File: src/rtl/aes_busb_round_ctrl.sv
// Round sequencer for the AES-128/192/256 encryption datapath: steers bus B and
// raises the per-phase enables for each SubBytes / MixColumns / AddRoundKey step.
module aes_busb_round_ctrl #(
    parameter int unsigned NR = 10
) (
    input  logic       clk,
    input  logic       rst,
    input  logic       start,
    input  logic       abort,
    input  logic       key_rdy,
    output logic [1:0] SEL_busB,
    output logic       ld_en,
    output logic       sub_en,
    output logic       mix_en,
    output logic       ark_en,
    output logic [3:0] key_rnd,
    output logic       busy,
    output logic       done
);

    generate
        if ((NR != 10) && (NR != 12) && (NR != 14)) begin : g_bad_nr
            $error("aes_busb_round_ctrl: NR must be 10, 12 or 14");
        end
    endgenerate

    localparam logic [3:0] LastMidRnd = 4'(NR - 1);

    localparam logic [1:0] SelState  = 2'b00;
    localparam logic [1:0] SelKey    = 2'b01;
    localparam logic [1:0] SelMix    = 2'b10;
    localparam logic [1:0] SelConfig = 2'b11;

    typedef enum logic [3:0] {
        StIdle,
        StLoad,
        StInitArk,
        StRSub,
        StRMix,
        StRArk,
        StFSub,
        StFArk,
        StDone
    } state_e;

    state_e     state_q, state_d;
    logic [3:0] cnt_q, cnt_d;

    always_ff @(posedge clk or posedge rst) begin
        if (rst) begin
            state_q <= StIdle;
            cnt_q   <= 4'd0;
        end else begin
            state_q <= state_d;
            cnt_q   <= cnt_d;
        end
    end

    always_comb begin
        state_d = state_q;
        cnt_d   = cnt_q;
        unique case (state_q)
            StIdle: begin
                if (start) begin
                    state_d = StLoad;
                end
            end
            StLoad: begin
                state_d = StInitArk;
                cnt_d   = 4'd0;
            end
            StInitArk: begin
                if (key_rdy) begin
                    state_d = StRSub;
                    cnt_d   = 4'd1;
                end
            end
            StRSub: state_d = StRMix;
            StRMix: state_d = StRArk;
            StRArk: begin
                if (key_rdy) begin
                    state_d = (cnt_q == LastMidRnd) ? StFSub : StRSub;
                    cnt_d   = cnt_q + 4'd1;
                end
            end
            StFSub: state_d = StFArk;
            StFArk: begin
                if (key_rdy) begin
                    state_d = StDone;
                end
            end
            StDone: begin
                state_d = StIdle;
                cnt_d   = 4'd0;
            end
            default: begin
                state_d = StIdle;
                cnt_d   = 4'd0;
            end
        endcase

        // DONE always completes so its pulse cannot be swallowed by a late abort.
        if (abort && (state_q != StIdle) && (state_q != StDone)) begin
            state_d = StIdle;
            cnt_d   = 4'd0;
        end
    end

    always_comb begin
        SEL_busB = SelState;
        ld_en    = 1'b0;
        sub_en   = 1'b0;
        mix_en   = 1'b0;
        ark_en   = 1'b0;
        done     = 1'b0;
        busy     = (state_q != StIdle) && (state_q != StDone);
        key_rnd  = cnt_q;
        unique case (state_q)
            StIdle: ;
            StLoad: begin
                SEL_busB = SelConfig;
                ld_en    = 1'b1;
            end
            // ark_en is qualified by key_rdy so a stale round key is never added.
            StInitArk, StRArk, StFArk: begin
                SEL_busB = SelKey;
                ark_en   = key_rdy;
            end
            StRSub, StFSub: sub_en = 1'b1;
            StRMix: begin
                SEL_busB = SelMix;
                mix_en   = 1'b1;
            end
            StDone: done = 1'b1;
            default: ;
        endcase
    end

endmodule

File: config.mk
export PLATFORM = sky130hd
export DESIGN_NAME = aes_busb_round_ctrl
export DESIGN_NICKNAME = d
export VERILOG_FILES = /design/src/rtl/aes_busb_round_ctrl.sv
export SDC_FILE = /design/constraint.sdc
export NUM_CORES = 1
export LEC_CHECK = 0
export ABC_CLOCK_PERIOD_IN_PS = 1400
export CAP_MARGIN = 10
export CORE_UTILIZATION = 42
export DETAILED_ROUTE_END_ITERATION = 7
export PLACE_DENSITY_LB_ADDON = 0.12
export SYNTH_ARGS = -nofsm -noshare
export SYNTH_HDL_FRONTEND = slang
export SYNTH_SLANG_ARGS = --single-unit
export TNS_END_PERCENT = 30
File: constraint.sdc
create_clock -name clk -period 1.4 [get_ports clk]
set_input_delay 0.14 -clock clk [delete_from_list [all_inputs] [get_ports clk]]
set_output_delay 0.14 -clock clk [all_outputs]
set_load 0.01 [all_outputs]
Word level (Yosys, flattened, before mapping)
Index checks and enable logic that the tools add are counted. W data, S select, Z words.

Bits in registers: 8. Bits in latches: 0. Bits in writable memories: 0. ROM bits: 0. Bits of input ports: 5. Output and inout port bits: 12. Word-level logic and storage cells: 45. Memories kept: 0.

$add $sub $neg: 1. Multiply operators: 0. Div/mod/pow operators: 0. Magnitude comparators: 0. Eq/ne operators: 15. Shift operators: 0. Mux-type cells: 17. Bitwise operators: 0. Reduce and logical (&&, ||, !) cells: 10.

Operator list (count): $mux W4 (8); $pmux W4 S8 (1); $eq A4 B3 Y1 const B (4); $ne A3 B3 Y1 const B (4); $pmux W4 S3 (1); $eq A4 B2 Y1 const B (2); $eq A4 B4 Y1 const B (2); $pmux W2 S3 (1); $mux W1 (5); $reduce_or A5 Y1 (1); $add A4 B1 Y4 const B (1); $eq A4 B1 Y1 const B (1); $logic_not A4 Y1 (1); $ne A4 B4 Y1 const B (1); $reduce_and A4 Y1 (1); $reduce_bool A4 Y1 (1); $logic_and A1 B1 Y1 (3); $mux W3 (1); $reduce_and A3 Y1 (1); $reduce_or A3 Y1 (1); $ne A2 B1 Y1 const B (1); $reduce_or A2 Y1 (1).

Logic depth before layout (Yosys ltp)
Gate-level depths: netlist of the first run.

Depth in word-level cells: 5. Depth in mapped cells: 5. Depth with buffers taken out: 5.

Worst setup path before layout of the first run
Ideal clock, no wire load.

Kind: flip-flop to flip-flop. From: register cnt_q[1] (netlist: key_rnd[1]). To: register state_q[2]. Setup time: 0.111 ns. Data arrival time: 1.298 ns. Required time: 1.289 ns. Setup slack: -0.009 ns. Cell stages (with the launch flop): 6. Buffers on the path: 0. Clock period less this slack: 1.409 ns. Path through: dfrtp_1 > inv_1 > ha_1 > nand2_1 > o311a_1 > a2111oi_2.

Cells in the longest elaborated chain, start to end: 5.

RTL lines: start: declaration (RTL line 47) `logic [3:0] cnt_q, cnt_d;`; start signal: assignment (RTL line 55) `cnt_q <= cnt_d;`; $eq A4 B4 Y1 (RTL line 82) `state_d = (cnt_q == LastMidRnd) ? StFSub : StRSub;`; $mux W3 (RTL line 82); $mux W4 (RTL line 81) `if (key_rdy) begin`; $pmux W4 S8 (RTL line 62) `unique case (state_q)`; $mux W4 (RTL line 103) `if (abort && (state_q != StIdle) && (state_q != StDone)) begin`; end signal: assignment (RTL line 51) `state_q <= StIdle;`; end signal: assignment (RTL line 54) `state_q <= state_d;`; end: declaration (RTL line 46) `state_e state_q, state_d;`.

No other way between the ends. The select of a mux whose other input is x is not followed. A chain may end at the register's enable or synchronous reset.

Worst setup path in the final report of the first run
From: register state_q[2]. To: output port busy.

Cells in the longest elaborated chain, start to end: 2. Elaborated cells on any way between the ends: 3. Classes of those cells: 1 x eq/ne; 2 x reduce/logical.

RTL lines: $ne A4 B4 Y1 or $reduce_bool A4 Y1 (tied branches) (RTL line 116) `busy = (state_q != StIdle) && (state_q != StDone);`; $logic_and A1 B1 Y1 * (RTL line 116); end: declaration (RTL line 17) `output logic busy,`.

Mark *: on every way between the ends. The rest lies on a longest branch, timed or not.

==> impl_metrics.env, run 1 <==
export IMPL_start_util=0.449
export IMPL_period_share=1.12
export IMPL_rsz0062_at_grt="true"
export IMPL_wl_met2_um=1030
export IMPL_power_density_nw_per_um2=1700
export IMPL_routed_top_layer="met4"
export IMPL_drcViolationCount=0
export IMPL_path_class="reg -> out"
export IMPL_cpPeakStageDelay_ns=0.40
export IMPL_drive_above_1_share=0.549
export IMPL_gp_congestion=0.852
export IMPL_viasPerCell=5.75
export IMPL_seq_area_um2=201
export IMPL_path_cells="buf_6 > or3_4 > buf_6 > buf_6"
export IMPL_worst_path_buf_inv=3
export IMPL_setup_viol=14
export IMPL_syn_nets=82
export IMPL_worstSkewPairLatency_ns=0.26
export IMPL_hold_worst_slack_ns=0.137
export IMPL_nFillCells=109
export IMPL_cp_top_family="flip-flops"
export IMPL_grtUsageTotal=0.264
export IMPL_grt_pass1_wl_um=3480
export IMPL_drv_slew=0
export IMPL_synth_top_family_by_area="simple AND/OR/NAND/NOR gates"
export IMPL_yosysUniqueCellTypes=32
export IMPL_multi_input_area_um2=485
export IMPL_cts_reportedPaths_clkPinSlew_ns=0.06
export IMPL_relSlewSlack=0.708
export IMPL_vdd_drop_max_mv=1.25
export IMPL_synthSimpleGateAreaFrac=0.320
export IMPL_synth_compound_area_frac=0.237
export IMPL_ys_warn_count=0
export IMPL_antenna_found_initial=0
export IMPL_cts_hold_buf=0
export IMPL_ys_seq_elements=8
export IMPL_synthMuxAreaShare=0
export IMPL_cts_tree="built"
export IMPL_ys_seq_area_frac=0.296
export IMPL_antenna_left=0
export IMPL_syn_area_um2=676
export IMPL_synth_xor_area_frac=0.0259
export IMPL_diodes=0
export IMPL_synthAdderAreaFrac=0.0370
export IMPL_vias=794
export IMPL_arrival_ns=1.43
export IMPL_hpwl_um=1520
export IMPL_wl_met3_um=197
export IMPL_cts_buffers=3
export IMPL_fin_util=0.773
export IMPL_drtIter0Drc=21
export IMPL_cp_start_kind="flip-flop"
export IMPL_post_route_min_period_ns=1.57
export IMPL_wl_um=2240
export IMPL_grt_max_degree=9
export IMPL_worst_slack_ns=-0.174
export IMPL_area_growth_pct=72.4
export IMPL_tns_ns=-1.48
export IMPL_cts_root_buf="clkbuf_4"
export IMPL_portBuffers=16
export IMPL_finalHoldViolations=0
export IMPL_cts_sinks=8
export IMPL_dr_pass1_iters=6
export IMPL_drv_cap=0
export IMPL_cp_max_fo=3
export IMPL_wl_per_cell_um=16.3
export IMPL_dieWidth_um=42.1
export IMPL_syn_instance_count=75
export IMPL_worst_path_max_delay_cell="dfrtp_1"
export IMPL_gr_total_overflow=0
export IMPL_violations="setup timing"
export IMPL_power_leakage_nw=0.543
export IMPL_nNetsFinal=131
export IMPL_syn_avg_cell_area_um2=9.01
export IMPL_status="finished, violations left"
export IMPL_m1WireLength_um=913
export IMPL_end_kind="output port"
export IMPL_cp_required_ns=1.26
export IMPL_crit_path_frequent_cell="buf_6"
export IMPL_skew_ns=0.00222
export IMPL_design_die_area_um2=1770
export IMPL_grt_pass1_vias=737
export IMPL_cts_max_level=1
export IMPL_die_h_um=42.1
export IMPL_hold_path_class="in -> async"
export IMPL_max_slew_worst_pin_slew_ns=0.434
export IMPL_io_pins=17
export IMPL_num_rows=14
export IMPL_core_area_um2=1510
export IMPL_max_freq_mhz=635
export IMPL_cts_buffer_depth=2
## power breakdown
part | internal (mW) | switching, mW | total, mW
logic | 0.799 | 0.686 | 1.49
registers | 0.273 | 0.0384 | 0.311
clock network | 0.0988 | 0.0888 | 0.188
## synthesized netlist by cell type, drive strengths merged
cell type | n | area share
nor2b | 1 | 0.020
a21oi | 3 | 0.022
o41ai | 1 | 0.024
nand2 | 6 | 0.033
nor3 | 7 | 0.052
a311oi | 1 | 0.022
buf | 5 | 0.056
o31a | 1 | 0.013
nand4b | 1 | 0.013
nand4 | 1 | 0.0093
nor3b | 1 | 0.011
o311a | 1 | 0.015
nand2b | 2 | 0.019
o211ai | 1 | 0.011
and3 | 1 | 0.0093
and4 | 1 | 0.013
xnor2 | 2 | 0.026
or3 | 2 | 0.026
nor4bb | 1 | 0.037
dfrtp | 8 | 0.30
ha | 2 | 0.037
nand3 | 6 | 0.044
nor2 | 6 | 0.033
inv | 5 | 0.028
a2111oi | 2 | 0.063
o21ai | 6 | 0.050
a21boi | 1 | 0.017
## through the flow
| stage | std cells | total power [mW] | worst slack [ns] | area [µm²] |
|---|---|---|---|---|
| 2_1_floorplan | 75 | 0.956 | 0.00453 | 676 |
| 3_3_place_gp | 135 | 1.61 | -0.249 | 1070 |
| 3_5_place_dp | 135 | 1.64 | -0.319 | 1070 |
| 4_1_cts | 137 | 1.84 | -0.171 | 1110 |
| 5_1_grt | 138 | 2.09 | -0.222 | 1160 |
| 6_report | 138 | 1.98 | -0.174 | 1160 |
## per-layer routing
layer / vias to the layer above / track usage
met2: 48 / 0.422
met4: 0 / 0.113
met3: 14 / 0.0517
met5: - / 0
li1: 372 / -
met1: 360 / 0.348
## worst register-to-register path: cells and delay by family (launching register included)
kind / cells / cell delay (ns)
AND/OR/NAND/NOR: 3 / 0.52
flip-flops: 1 / 0.40
AO/OA/AOI/OAI: 1 / 0.22
buffers and inverters: 2 / 0.27
## path summary, 6_finish.rpt
kind / startpoint / endpoint / slack (ns) / depth (start not counted)
setup / recovery: state_q[2]$_DFFE_PP0P_ / busy / -0.17 / 4
hold / removal: rst / state_q[3]$_DFFE_PP0P_ / 0.14 / 2
setup reg to reg: state_q[2]$_DFFE_PP0P_ / state_q[0]$_DFFE_PP0P_ / -0.11 / 6
hold reg to reg: key_rnd[2]$_DFFE_PP0P_ / key_rnd[2]$_DFFE_PP0P_ / 0.60 / 2
max in group asynchronous: rst / key_rnd[2]$_DFFE_PP0P_ / 1.00 / 2
min in group clk: key_rnd[2]$_DFFE_PP0P_ / key_rnd[2]$_DFFE_PP0P_ / 0.60 / 2
## cell type report
cell class,count,share of cell area
inverter,5,0.0161
clock buffer,3,0.0193
sequential,8,0.173
timing repair buffer,49,0.358
tap,16,0.0172
multi-input combinational,57,0.417
## flip-flops by register name (all words and copies together), names as in the netlist
signal,cells
key_rnd,4
state_q,4
## what timing repair did
item | 4_1_cts | 5_1_grt
cloned | 0 | 0
pin swaps | 8 | 8
endpoints found under the setup margin | 16 | 17
endpoints found under the hold margin | 0 | 0
setup buffers | 0 | 2
resized for setup | 46 | 13
## cell usage in the layout (no fill, tap or decap), types with 2 or more instances in the layout
cell	instances
a2111oi_4	2
a21oi_1	3
buf_2	4
buf_4	26
buf_6	9
clkbuf_4	3
clkdlybuf4s50_1	5
dfrtp_1	7
dlygate4sd2_1	3
ha_1	2
inv_1	4
nand2_1	3
nand2_2	2
nand2b_1	2
nand3_1	4
nand3_2	2
nor2_1	3
nor2_2	3
nor3_1	6
o21ai_0	2
o21ai_1	2
o21ai_2	2
or3_4	2
xnor2_1	2
## cells by family after synthesis
logic type | count (synthesis)
flops | 8
simple gates | 36
fa+ha+maj | 2
buf+inv | 10
xor+xnor | 2
compound gates | 17
Power figures use the tool's default switching activity.
==> run 2: changes to the inputs <==
- ABC_CLOCK_PERIOD_IN_PS: 1400 -> 2000
- CORE_UTILIZATION: 42 -> 50
- clock period: 1.4 -> 2 ns (I/O delays scaled with it)
==> run 2 against run 1 <==
  * The run now ends clean
  * Non-clock buffer count decreased by 26
  * Sequential share of layout area increased by 4.8 points
  * Clock skew increased by 0.0053 ns
  * Cell area decreased by 22%
  * Clock-buffer cell count unchanged
  * Cell count decreased by 20%
  * Critical path depth decreased by 1
  * Total power decreased by 47%
  * Clock power decreased by 34%
  * Critical endpoint is now mix_en
  * Highest routed layer unchanged
==> impl_metrics.env, run 2 (synthesis results as in run 1) <==
export IMPL_io_pins=17
export IMPL_post_route_min_period_ns=1.94
export IMPL_cts_buffer_depth=2
export IMPL_finalHoldViolations=0
export IMPL_internal_power_mw=0.617
export IMPL_drv_slew=0
export IMPL_max_slew_worst_pin_slew_ns=0.480
export IMPL_setup_viol=0
export IMPL_nNetsFinal=105
export IMPL_fin_cells=110
export IMPL_cp_required_ns=1.80
export IMPL_hold_worst_slack_ns=0.186
export IMPL_swShare=0.417
export IMPL_cts_max_level=1
export IMPL_start_util=0.570
export IMPL_end_kind="output port"
export IMPL_drtIter0Drc=19
export IMPL_hold_path_class="in -> async"
export IMPL_cts_setup_buffers=0
export IMPL_area_growth_pct=34.1
export IMPL_cp_start_kind="flip-flop"
export IMPL_combPwrFrac=0.669
export IMPL_design_die_area_um2=1500
export IMPL_dieWidth_um=38.8
export IMPL_core_area_um2=1190
export IMPL_seqPwrFrac=0.213
export IMPL_status="completed"
export IMPL_die_h_um=38.8
export IMPL_cts_buffers=3
export IMPL_cts_sinks=8
export IMPL_wl_per_cell_um=15.2
export IMPL_wl_um=1670
export IMPL_skew_ns=0.00754
export IMPL_hpwl_um=1260
export IMPL_period_share=0.970
export IMPL_placed_cells=107
export IMPL_path_class="reg -> out"
export IMPL_power_density_nw_per_um2=1170
export IMPL_antenna_found_initial=0
export IMPL_dr_pass1_iters=4
export IMPL_power_switching_mw=0.440
export IMPL_grt_pass1_wl_um=2870
export IMPL_most_common_layout_cells="clkdlybuf4s50_1, dfrtp_1, nor3_1"
export IMPL_nFillCells=89
export IMPL_antenna_left=0
export IMPL_diodes=0
export IMPL_drcViolationCount=0
export IMPL_vdd_drop_max_mv=0.928
export IMPL_cts_tree="built"
export IMPL_r2r_start="state_q[0]$_DFFE_PP0P_"
export IMPL_viasPerCell=5.85
export IMPL_num_rows=12
export IMPL_drv_cap=0
export IMPL_arrival_ns=1.74
export IMPL_drive_above_1_share=0.208
export IMPL_setup_worst_path_start="state_q[3]$_DFFE_PP0P_"
export IMPL_relSlewSlack=0.680
export IMPL_grt_pass1_vias=649
export IMPL_grtUsageTotal=0.292
export IMPL_clkPwrFrac=0.119
export IMPL_cts_root_buf="clkbuf_4"
export IMPL_cts_reportedPaths_clkPinSlew_ns=0.06
export IMPL_final_common_cell="clkdlybuf4s50_1"
export IMPL_gp_congestion=0.840
export IMPL_max_freq_mhz=516
export IMPL_rsz0062_at_grt="true"
export IMPL_gr_total_overflow=0
export IMPL_power_leakage_nw=0.407
export IMPL_portBuffers=16
export IMPL_worstSkewPairLatency_ns=0.26
export IMPL_grt_max_degree=12
export IMPL_vias=644
export IMPL_cp_max_fo=7
[run 2: final timing paths]
kind / cells after the start / slack, ns / endpoint
setup / recovery: 3 / 0.06 / mix_en
hold / removal: 2 / 0.19 / state_q[3]$_DFFE_PP0P_
max in group asynchronous: 2 / 1.57 / state_q[0]$_DFFE_PP0P_
setup reg to reg: 5 / 0.42 / key_rnd[0]$_DFFE_PP0P_
min in group clk: 2 / 0.60 / key_rnd[2]$_DFFE_PP0P_
hold reg to reg: 2 / 0.60 / key_rnd[2]$_DFFE_PP0P_
[run 2: cell type report]
cell class	instances	area, µm²	area share
multi-input combinational	57	424	0.468
timing repair buffer	23	223	0.246
sequential	8	200	0.221
clock buffer	3	22.5	0.0249
inverter	5	18.8	0.0207
tap	14	17.5	0.0193
[run 2: power by group through the flow]
stage	Sequential, mW	Clock, mW	Combinational [mW]
5_1_grt	0.232	0.139	0.769
4_1_cts	0.223	0.130	0.710
2_1_floorplan	0.243	0	0.426
3_3_place_gp	0.224	0	0.692
3_5_place_dp	0.225	0	0.704
6_report	0.225	0.125	0.707
[run 2: worst max-delay path, cell delays in order (launching register included)]
cell	delay, ns
dfrtp_1	0.47
nand2b_1	0.25
nor3_1	0.19
clkdlybuf4s50_1	0.57
[run 2: through the flow]
| step | util | total power [mW] | instance area [µm²] | TNS [ns] | setup WS [ns] |
|---|---|---|---|---|---|
| floorplan | - | 0.669 | 676 | 0 | 0.591 |
| finish | 0.764 | 1.06 | 906 | 0 | 0.0603 |
| global placement | 0.732 | 0.917 | 868 | 0 | 0.259 |
| CTS | 0.754 | 1.06 | 895 | 0 | 0.00645 |
| detailed placement | 0.732 | 0.929 | 868 | 0 | 0.232 |
| global route | 0.764 | 1.14 | 906 | -0.0447 | -0.0447 |
[run 2: repair_timing]
| action | in CTS | in global routing |
|---|---|---|
| resized for setup | 2 | 4 |
| hold buffers | 0 | 0 |
| endpoints found under the setup margin | 2 | 5 |
[run 2: routing by layer]
| layer | wire length, µm | GRT usage | vias to the layer above |
|---|---|---|---|
| met2 | 804 | 0.446 | 23 |
| met4 | 28 | 0.155 | 0 |
| li1 | - | - | 316 |
| met3 | 102 | 0.0925 | 5 |
| met5 | 0 | 0 | - |
| met1 | 732 | 0.362 | 300 |
